### src/rtl/ctrl_pipe_unit_pkg.sv
// ============================================================================
// Module      : ctrl_pipe_unit_pkg
// Description : Opcode, funct and ALU operation constants plus the ID/EX
//               control bundle shared by the pipelined control unit.
// Revision    : 1.0 - initial release
// ============================================================================
`default_nettype none

package ctrl_pipe_unit_pkg;

    localparam int c_ALUOPW = 4;

    localparam logic [5:0] c_OP_RTYPE = 6'b000000;
    localparam logic [5:0] c_OP_J     = 6'b000010;
    localparam logic [5:0] c_OP_BEQ   = 6'b000100;
    localparam logic [5:0] c_OP_BNE   = 6'b000101;
    localparam logic [5:0] c_OP_ADDI  = 6'b001000;
    localparam logic [5:0] c_OP_SLTI  = 6'b001010;
    localparam logic [5:0] c_OP_ANDI  = 6'b001100;
    localparam logic [5:0] c_OP_ORI   = 6'b001101;
    localparam logic [5:0] c_OP_LW    = 6'b100011;
    localparam logic [5:0] c_OP_SW    = 6'b101011;

    localparam logic [5:0] c_FN_ADD  = 6'b100000;
    localparam logic [5:0] c_FN_SUB  = 6'b100010;
    localparam logic [5:0] c_FN_AND  = 6'b100100;
    localparam logic [5:0] c_FN_OR   = 6'b100101;
    localparam logic [5:0] c_FN_SLT  = 6'b101010;
    localparam logic [5:0] c_FN_MULT = 6'b011000;

    localparam logic [c_ALUOPW-1:0] c_ALU_AND = 4'b0000;
    localparam logic [c_ALUOPW-1:0] c_ALU_OR  = 4'b0001;
    localparam logic [c_ALUOPW-1:0] c_ALU_ADD = 4'b0010;
    localparam logic [c_ALUOPW-1:0] c_ALU_SUB = 4'b0110;
    localparam logic [c_ALUOPW-1:0] c_ALU_SLT = 4'b0111;
    localparam logic [c_ALUOPW-1:0] c_ALU_MUL = 4'b1000;

    typedef struct packed {
        logic                branch_eq;
        logic                branch_ne;
        logic                jump;
        logic                memread;
        logic                memwrite;
        logic                memtoreg;
        logic                regdst;
        logic                regwrite;
        logic                alusrc;
        logic [c_ALUOPW-1:0] aluop;
    } ctrl_t;

    // Control bundle carried by a bubble: nothing asserted, ALU defaults to add.
    function automatic ctrl_t bubble_ctrl();
        ctrl_t v_c;
        v_c       = '0;
        v_c.aluop = c_ALU_ADD;
        return v_c;
    endfunction

endpackage

`default_nettype wire

### src/rtl/ctrl_pipe_unit_decode.sv
// ============================================================================
// Module      : ctrl_decode
// Description : Combinational opcode/funct decoder producing the control
//               bundle, illegal flag, MULT marker and rt-as-source marker.
//               CTRL_IMM_LOGIC_EN enables ANDI/ORI/SLTI decode.
// Revision    : 1.0 - initial release
// ============================================================================
`default_nettype none

module ctrl_decode
    import ctrl_pipe_unit_pkg::*;
#(
    parameter int OPW = 6,
    parameter int FNW = 6
) (
    input  logic [OPW-1:0] i_opcode,
    input  logic [FNW-1:0] i_funct,
    output ctrl_t          o_ctrl,
    output logic           o_illegal,
    output logic           o_is_mult,
    output logic           o_uses_rt
);

    always_comb begin
        o_ctrl    = bubble_ctrl();
        o_illegal = 1'b0;
        o_is_mult = 1'b0;
        o_uses_rt = 1'b0;
        case (i_opcode)
            c_OP_LW: begin
                o_ctrl.alusrc   = 1'b1;
                o_ctrl.memread  = 1'b1;
                o_ctrl.memtoreg = 1'b1;
                o_ctrl.regwrite = 1'b1;
            end
            c_OP_SW: begin
                o_ctrl.alusrc   = 1'b1;
                o_ctrl.memwrite = 1'b1;
                o_uses_rt       = 1'b1;
            end
            c_OP_BEQ: begin
                o_ctrl.branch_eq = 1'b1;
                o_ctrl.aluop     = c_ALU_SUB;
                o_uses_rt        = 1'b1;
            end
            c_OP_BNE: begin
                o_ctrl.branch_ne = 1'b1;
                o_ctrl.aluop     = c_ALU_SUB;
                o_uses_rt        = 1'b1;
            end
            c_OP_ADDI: begin
                o_ctrl.alusrc   = 1'b1;
                o_ctrl.regwrite = 1'b1;
            end
            c_OP_J: begin
                o_ctrl.jump = 1'b1;
            end
`ifdef CTRL_IMM_LOGIC_EN
            c_OP_ANDI: begin
                o_ctrl.alusrc   = 1'b1;
                o_ctrl.regwrite = 1'b1;
                o_ctrl.aluop    = c_ALU_AND;
            end
            c_OP_ORI: begin
                o_ctrl.alusrc   = 1'b1;
                o_ctrl.regwrite = 1'b1;
                o_ctrl.aluop    = c_ALU_OR;
            end
            c_OP_SLTI: begin
                o_ctrl.alusrc   = 1'b1;
                o_ctrl.regwrite = 1'b1;
                o_ctrl.aluop    = c_ALU_SLT;
            end
`endif
            c_OP_RTYPE: begin
                o_uses_rt       = 1'b1;
                o_ctrl.regdst   = 1'b1;
                o_ctrl.regwrite = 1'b1;
                case (i_funct)
                    c_FN_ADD: o_ctrl.aluop = c_ALU_ADD;
                    c_FN_SUB: o_ctrl.aluop = c_ALU_SUB;
                    c_FN_AND: o_ctrl.aluop = c_ALU_AND;
                    c_FN_OR:  o_ctrl.aluop = c_ALU_OR;
                    c_FN_SLT: o_ctrl.aluop = c_ALU_SLT;
                    c_FN_MULT: begin
                        o_ctrl.aluop    = c_ALU_MUL;
                        o_ctrl.regwrite = 1'b0;
                        o_is_mult       = 1'b1;
                    end
                    default: begin
                        o_ctrl    = bubble_ctrl();
                        o_illegal = 1'b1;
                    end
                endcase
            end
            default: o_illegal = 1'b1;
        endcase
    end

endmodule

`default_nettype wire

### src/rtl/ctrl_pipe_unit.sv
// ============================================================================
// Module      : ctrl_pipe_unit
// Description : ID-stage control unit: registered ID/EX control bundle,
//               load-use hazard detection and multi-cycle MULT stall FSM.
//               CTRL_IMM_LOGIC_EN enables ANDI/ORI/SLTI decode.
// Revision    : 1.0 - initial release
// ============================================================================
`default_nettype none

module ctrl_pipe_unit
    import ctrl_pipe_unit_pkg::*;
#(
    parameter int OPW     = 6,
    parameter int FNW     = 6,
    parameter int REGW    = 5,
    parameter int ALUOPW  = 4,
    parameter int MUL_LAT = 4
) (
    input  logic              clk,
    input  logic              rst_n,
    input  logic              in_valid,
    input  logic [OPW-1:0]    opcode,
    input  logic [FNW-1:0]    funct,
    input  logic [REGW-1:0]   rs,
    input  logic [REGW-1:0]   rt,
    input  logic              stall_in,
    input  logic              flush,
    output logic              ex_valid,
    output logic              branch_eq,
    output logic              branch_ne,
    output logic              jump,
    output logic              memread,
    output logic              memwrite,
    output logic              memtoreg,
    output logic              regdst,
    output logic              regwrite,
    output logic              alusrc,
    output logic [ALUOPW-1:0] aluop,
    output logic [REGW-1:0]   ex_rt,
    output logic              illegal,
    output logic              illegal_seen,
    output logic              mul_busy,
    output logic              stall_out
);

    localparam int                c_CNTW      = (MUL_LAT > 2) ? $clog2(MUL_LAT - 1) : 1;
    localparam logic [c_CNTW-1:0] c_CNT_LOAD  = c_CNTW'((MUL_LAT > 1) ? (MUL_LAT - 2) : 0);
    localparam bit                c_MUL_MULTI = (MUL_LAT > 1);

    localparam logic [0:0] c_ST_IDLE = 1'b0;
    localparam logic [0:0] c_ST_BUSY = 1'b1;

    ctrl_t             w_dec_ctrl;
    logic              w_dec_illegal;
    logic              w_dec_is_mult;
    logic              w_dec_uses_rt;
    logic              w_hazard;
    logic              w_load_bubble;
    logic              w_load_id;

    logic [0:0]        r_state,        w_state_nxt;
    logic [c_CNTW-1:0] r_cnt,          w_cnt_nxt;
    ctrl_t             r_ctrl,         w_ctrl_nxt;
    logic              r_ex_valid,     w_ex_valid_nxt;
    logic [REGW-1:0]   r_ex_rt,        w_ex_rt_nxt;
    logic              r_illegal,      w_illegal_nxt;
    logic              r_illegal_seen, w_illegal_seen_nxt;

    ctrl_decode #(
        .OPW (OPW),
        .FNW (FNW)
    ) u_decode (
        .i_opcode  (opcode),
        .i_funct   (funct),
        .o_ctrl    (w_dec_ctrl),
        .o_illegal (w_dec_illegal),
        .o_is_mult (w_dec_is_mult),
        .o_uses_rt (w_dec_uses_rt)
    );

    assign w_hazard = r_ex_valid && r_ctrl.memread && (r_ex_rt != '0) &&
                      ((r_ex_rt == rs) || ((r_ex_rt == rt) && w_dec_uses_rt));

    always_comb begin
        w_state_nxt    = r_state;
        w_cnt_nxt      = r_cnt;
        w_ctrl_nxt     = r_ctrl;
        w_ex_valid_nxt = r_ex_valid;
        w_ex_rt_nxt    = r_ex_rt;
        w_illegal_nxt  = r_illegal;
        w_load_bubble  = 1'b0;
        w_load_id      = 1'b0;

        if (flush) begin
            w_load_bubble = 1'b1;
            w_state_nxt   = c_ST_IDLE;
            w_cnt_nxt     = '0;
        end else begin
            // The MULT latency is wall-clock time, so it keeps counting under stall_in.
            if ((r_state == c_ST_BUSY) && (r_cnt != '0)) begin
                w_cnt_nxt = r_cnt - 1'b1;
            end
            if (stall_in) begin
                w_load_bubble = 1'b0;
            end else if (w_hazard || (r_state == c_ST_BUSY)) begin
                w_load_bubble = 1'b1;
                if ((r_state == c_ST_BUSY) && (r_cnt == '0)) begin
                    w_state_nxt = c_ST_IDLE;
                end
            end else if (!in_valid) begin
                w_load_bubble = 1'b1;
            end else begin
                w_load_id = 1'b1;
                if (w_dec_is_mult && c_MUL_MULTI) begin
                    w_state_nxt = c_ST_BUSY;
                    w_cnt_nxt   = c_CNT_LOAD;
                end
            end
        end

        if (w_load_bubble) begin
            w_ctrl_nxt     = bubble_ctrl();
            w_ex_valid_nxt = 1'b0;
            w_ex_rt_nxt    = '0;
            w_illegal_nxt  = 1'b0;
        end else if (w_load_id) begin
            w_ctrl_nxt     = w_dec_ctrl;
            w_ex_valid_nxt = 1'b1;
            w_ex_rt_nxt    = rt;
            w_illegal_nxt  = w_dec_illegal;
        end

        w_illegal_seen_nxt = r_illegal_seen | w_illegal_nxt;
    end

    always_ff @(posedge clk or negedge rst_n) begin
        if (!rst_n) begin
            r_state        <= c_ST_IDLE;
            r_cnt          <= '0;
            r_ctrl         <= bubble_ctrl();
            r_ex_valid     <= 1'b0;
            r_ex_rt        <= '0;
            r_illegal      <= 1'b0;
            r_illegal_seen <= 1'b0;
        end else begin
            r_state        <= w_state_nxt;
            r_cnt          <= w_cnt_nxt;
            r_ctrl         <= w_ctrl_nxt;
            r_ex_valid     <= w_ex_valid_nxt;
            r_ex_rt        <= w_ex_rt_nxt;
            r_illegal      <= w_illegal_nxt;
            r_illegal_seen <= w_illegal_seen_nxt;
        end
    end

    assign ex_valid     = r_ex_valid;
    assign branch_eq    = r_ctrl.branch_eq;
    assign branch_ne    = r_ctrl.branch_ne;
    assign jump         = r_ctrl.jump;
    assign memread      = r_ctrl.memread;
    assign memwrite     = r_ctrl.memwrite;
    assign memtoreg     = r_ctrl.memtoreg;
    assign regdst       = r_ctrl.regdst;
    assign regwrite     = r_ctrl.regwrite;
    assign alusrc       = r_ctrl.alusrc;
    assign aluop        = r_ctrl.aluop;
    assign ex_rt        = r_ex_rt;
    assign illegal      = r_illegal;
    assign illegal_seen = r_illegal_seen;
    assign mul_busy     = (r_state == c_ST_BUSY);
    assign stall_out    = stall_in | w_hazard | mul_busy;

endmodule

`default_nettype wire

### config.mk
export PLATFORM = sky130hd
export DESIGN_NAME = ctrl_pipe_unit
export DESIGN_NICKNAME = d
export VERILOG_FILES = /design/src/rtl/ctrl_pipe_unit_pkg.sv /design/src/rtl/ctrl_pipe_unit_decode.sv /design/src/rtl/ctrl_pipe_unit.sv
export SDC_FILE = /design/constraint.sdc
export NUM_CORES = 1
export LEC_CHECK = 0
export ABC_AREA = 1
export CORE_MARGIN = 5
export CORE_UTILIZATION = 40
export DETAILED_ROUTE_END_ITERATION = 10
export GPL_TIMING_DRIVEN = 0
export MAX_ROUTING_LAYER = met4
export PLACE_DENSITY = 0.78
export SYNTH_ARGS = -nofsm -noshare
export SYNTH_HDL_FRONTEND = slang
export SYNTH_HIERARCHICAL = 1
export SYNTH_SLANG_ARGS = --single-unit
### constraint.sdc
create_clock -name clk -period 2.4 [get_ports clk]
set_clock_uncertainty 0.1 [all_clocks]
set_input_delay 0.72 -clock clk [delete_from_list [all_inputs] [get_ports clk]]
set_output_delay 0.72 -clock clk [all_outputs]
set_load 0.05 [all_outputs]
# --- Yosys cells after proc, flatten, opt, wreduce, memory -nomap -nowiden ---
# Cells that the tools add are included.
word_totals:
  ff_bits: 24
classes:
  add_sub_neg: 1
  n_eq_ne: 16
  n_mux: 46
  bitwise_logic: 3
  n_reduce_logical: 23
op_table:
  columns: ["cell", "count"]
  rows:
  - ["6-bit equality test, second input constant", 7]
  - ["1-bit two-way mux", 26]
  - ["13-bit two-way mux", 2]
  - ["4-bit case mux with 5 select lines", 1]
  - ["1-bit case mux with 2 select lines", 8]
  - ["6-bit by 3-bit equality test with 1-bit output, second input constant", 2]
  - ["2-bit two-way mux", 6]
  - ["6-bit OR reduction", 2]
  - ["5-bit equality test", 2]
  - ["5-bit two-way mux", 2]
  - ["4-bit case mux with 2 select lines", 1]
  - ["6-bit by 2-bit equality test with 1-bit output, second input constant", 1]
  - ["6-bit by 4-bit equality test with 1-bit output, second input constant", 1]
  - ["6-bit by 5-bit equality test with 1-bit output, second input constant", 1]
  - ["1-bit logical AND", 6]
  - ["6-bit zero test", 1]
  - ["3-bit nonzero test", 2]
  - ["5-bit nonzero test", 1]
  - ["5-bit OR reduction", 1]
  - ["4-bit AND reduction", 1]
  - ["2-bit nonzero test", 2]
  - ["2-bit OR reduction", 2]
  - ["4-bit OR reduction", 1]
  - ["3-bit by 2-bit inequality test with 1-bit output, second input constant", 1]
  - ["6 further kinds", 9]

# --- Depth between registers and ports, before layout ---
logic_depth:
  ltp_word: 13
  depth_mapped: 16
  depth_no_buf: 15

# --- Hierarchy ---
# Netlist, hierarchy kept.
by_module_without_submodules:
  columns: ["mod", "instances", "cells_per_inst", "area_per_inst_um2"]
  rows:
  - ["ctrl_pipe_unit", 1, 168, 1238.7]
  - ["ctrl_decode", 1, 78, 349.1]

# --- Least setup slack after synthesis ---
# Ideal clock, no wire load.
synth_path:
  path_kind: "input to output"
  startpoint: "input port opcode[1]"
  endpoint: "output port stall_out"
  t_arrival_ns: 1.924
  required_time_ns: 1.580
  slack_ns: -0.344
  cell_stages: 12
  n_path_buf: 0
  path_cell_list: "inv_2 > nor2_2 > nand3_1 > nor2_4 > inv_1 > nand3b_1 > nand2_1 > nor2_1 > nand3_1 > nand2_2 > a21oi_1 > nand2_1"
synth_via:
  elab_chain_len: 8
synth_rtl:
  columns: ["element", "line", "rtl"]
  rows:
  - ["start: declaration", "ctrl_pipe_unit.sv:22", "input logic [OPW-1:0] opcode,"]
  - ["6-bit by 3-bit equality test with 1-bit output (tied with other cells)", "ctrl_pipe_unit_decode.sv:29", "case (i_opcode)"]
  - ["4-bit OR reduction (no line) *", null, null]
  - ["1-bit two-way mux *", "ctrl_pipe_unit_decode.sv:29", null]
  - ["net w_dec_uses_rt", "ctrl_pipe_unit.sv:56", "logic w_dec_uses_rt;"]
  - ["1-bit logical AND *", "ctrl_pipe_unit.sv:82", "((r_ex_rt == rs) || ((r_ex_rt == rt) && w_dec_uses_rt));"]
  - ["1-bit logical OR *", "ctrl_pipe_unit.sv:82", null]
  - ["1-bit logical AND *", "ctrl_pipe_unit.sv:81", "assign w_hazard = r_ex_valid && r_ctrl.memread && (r_ex_rt != '0) &&"]
  - ["1-bit bitwise OR * (2 in a row)", "ctrl_pipe_unit.sv:171", "assign stall_out = stall_in | w_hazard | mul_busy;"]
  - ["end: declaration", "ctrl_pipe_unit.sv:43", "output logic stall_out"]
# The timed path passes the listed nets; every way through them passes the cells marked *.

# --- Worst setup path in the final report ---
layout_path:
  startpoint: "input port opcode[0]"
  endpoint: "output port stall_out"
# Same word-level chain as after synthesis.

==> results.py <==
metrics = {
    "run_status": {
        "status": "complete, but fails checks",
        "violations": "setup timing",
    },
    "timing": {
        "slew_viol_final": 0,
        "clock.fmax_mhz": 373,
        "setup_ws_ns": -0.278,
        "worst_slew_pin_slew_ns": 1.06,
        "min_period_ns": 2.68,
        "setup_viol": 1,
        "finalCritPeriodShare": 1.12,
        "finalHoldViolCount": 0,
        "rsz0062_at_grt": "yes",
        "slew_headroom": 0.291,
    },
    "placed_design": {
        "hpwl_um": 2990,
        "io_buffers": 49,
        "dpl-instance-area_um2": 2180,
        "place_congestion": 0.870,
    },
    "floorplanning": {
        "start_util": 0.406,
        "die_area_um2": 5330,
        "num_rows": 23,
        "die_w_um": 73.0,
        "design.portCount": 50,
        "core_area_um2": 3910,
        "dieHeight_um": 73.0,
    },
    "pwr": {
        "finalPower_w": 0.000922,
        "p_leak_nw": 1.28,
        "ir_drop_v": 0.000181,
        "cellPowerDensity_nw_per_um2": 389,
    },
    "synth": {
        "ys_ff_latch": 24,
        "synth.distinct_cells": 24,
        "syn_inst": 246,
        "synth_fp_nets": 274,
        "yosys_warnings": 6,
        "synthesis.area_um2": 1590,
        "yosysSeqAreaShare": 0.379,
        "avgSynthCellArea_um2": 6.45,
    },
    "cells_and_area": {
        "layout.nets": 339,
        "largest_reg_flops": 5,
        "antenna_cells": 0,
        "syn_to_final_growth_pct": 49.2,
        "drive_gt1_frac": 0.187,
        "post-route-cell-area_um2": 2370,
        "final_util": 0.605,
    },
    "route": {
        "avgViaCountPerCell": 4.78,
        "detail-route-antenna-nets": 0,
        "first_iter_violations": 106,
        "routed_wl_um": 4020,
        "wire_per_inst_um": 11.2,
        "firstDrtPassIters": 4,
        "num_vias": 1721,
        "drc": 0,
    },
    "grt": {
        "track_usage": 0.166,
        "grt_first_pass_wirelength_um": 6920,
        "antenna_found_initial": 0,
        "grt_pass1_vias": 1613,
        "grt_max_degree": 25,
        "overflow": 0,
    },
    "cts": {
        "cts_buffer_depth": 2,
        "htree_num_levels": 1,
        "clkLatencyLatePin_ns": 0.27,
        "cts_sinks": 24,
        "path_clk_slew_ns": 0.09,
        "root_buffer": "clkbuf_8",
        "numCtsBuffers": 3,
        "cts_tree": "built",
    },
    "min_path": {
        "hold_depth": 2,
        "hold_class": "flip-flop to flip-flop",
    },
    "worst_setup_path": {
        "critPathKind": "input pin to output pin",
        "ff2ff_path_depth": 13,
        "critPathLaunch": "opcode[0]",
        "cp-end-kind": "output pin",
        "reg2reg_setup_slack_ns": 0.69,
        "cp.arrival_ns": 1.86,
        "critPathLaunchType": "input pin",
        "path_max_fanout": 5,
        "endpoint": "stall_out",
        "rr_endpoint": "branch_ne$_DFFE_PN0P_",
        "r2r_start": "ex_rt[4]$_DFFE_PN0P_",
        "crit_required_ns": 1.58,
    },
    "job": {
        "cap_viol_max_count": 0,
    },
}
## power by group
part	internal [W]	total [W]	switching (W)	leakage (nW)
Combinational	0.0000911	0.000223	0.000132	0.927
Sequential	0.000413	0.000421	0.00000803	0.323
Clock	0.000147	0.000278	0.000132	0.0288
Total	0.000651	0.000922	0.000271	1.28
## cells by family (layout without fill, tap and decap cells)
kind of cell	count (synthesis)	count (layout)	share of synthesized area
simple gates	149	149	0.416
buf+inv	53	117	0.135
flops	24	24	0.379
compound gates	18	18	0.0567
fa+ha+maj	1	1	0.00788
xor+xnor	1	1	0.00552
## placed cells by master, fill, tap and decap left out, types with 10 or more instances in the layout
cell / instances
nand2_1: 77
inv_1: 34
clkdlybuf4s50_1: 31
nand3_1: 25
dfrtp_1: 23
nor2_1: 20
buf_4: 14
o21ai_0: 12
inv_2: 10
dlygate4sd2_1: 10
## worst max-delay path, cell delays in order
cell	delay, ns
buf_6	0.11
inv_4	0.06
nand2_4	0.05
nor3_4	0.17
nand3b_1	0.15
nand2_1	0.06
nor2_1	0.09
nand3_1	0.08
nand2_2	0.10
a21oi_4	0.07
nand2_4	0.06
buf_8	0.14
## synthesized netlist by cell type (all sizes together)
library cell / count / area share
a21oi: 4 / 0.013
buf: 3 / 0.015
clkbuf: 2 / 0.0047
dfrtp: 23 / 0.36
dfstp: 1 / 0.017
ha: 1 / 0.0079
inv: 48 / 0.12
nand2: 83 / 0.20
nand3: 27 / 0.093
nand3b: 1 / 0.0047
nand4: 9 / 0.035
nor2: 28 / 0.077
nor3: 1 / 0.0031
o21ai: 14 / 0.044
xnor2: 1 / 0.0055
## worst min-delay path by stage
stage / from / end / slack, ns
3_3_place_gp: branch_ne$_DFFE_PN0P_ / branch_ne$_DFFE_PN0P_ / 0.37
4_1_cts: branch_ne$_DFFE_PN0P_ / branch_ne$_DFFE_PN0P_ / 0.39
5_1_grt: aluop[1]$_DFFE_PN1P_ / aluop[1]$_DFFE_PN1P_ / 0.40
6_report: aluop[1]$_DFFE_PN1P_ / aluop[1]$_DFFE_PN1P_ / 0.38
3_5_place_dp: branch_ne$_DFFE_PN0P_ / branch_ne$_DFFE_PN0P_ / 0.37
2_1_floorplan: rst_n / aluop[0]$_DFFE_PN0P_ / 0.32
## metrics by stage
step	TNS (ns)	hold WS [ns]	instances	worst slack (ns)
3_3_place_gp	-12.20	0.367	345	-1.60
6_report	-0.278	0.385	360	-0.278
2_1_floorplan	-0.117	0.324	246	-0.117
3_5_place_dp	-12.92	0.367	345	-1.63
5_1_grt	-0.401	0.399	360	-0.401
4_1_cts	-0.297	0.387	358	-0.297
## layout make-up
type                            count  area [um^2]
Inverter                           48          200
Clock buffer                        4         55.1
Sequential cell                    24          602
Fill cell                         369         1550
Buffer                              5         31.3
Tap cell                           50         62.6
Timing Repair Buffer               60          581
Multi-Input combinational cell    169          837
## layer usage
| metal | GRT usage | share of wire |
|---|---|---|
| met5 | - | 0 |
| met4 | 0.0553 | 0.021 |
| met3 | 0.0220 | 0.063 |
| met2 | 0.288 | 0.49 |
| met1 | 0.197 | 0.43 |
## what timing repair did
| action | in CTS | in global routing |
|---|---|---|
| hold buffers | 0 | 0 |
| buffers inserted | 9 | 2 |
| pin swaps | 16 | 5 |
| cloned | 0 | 0 |
| resized for setup | 68 | 4 |
| endpoints found under the setup margin | 26 | 2 |
Power figures use the tool's default switching activity.
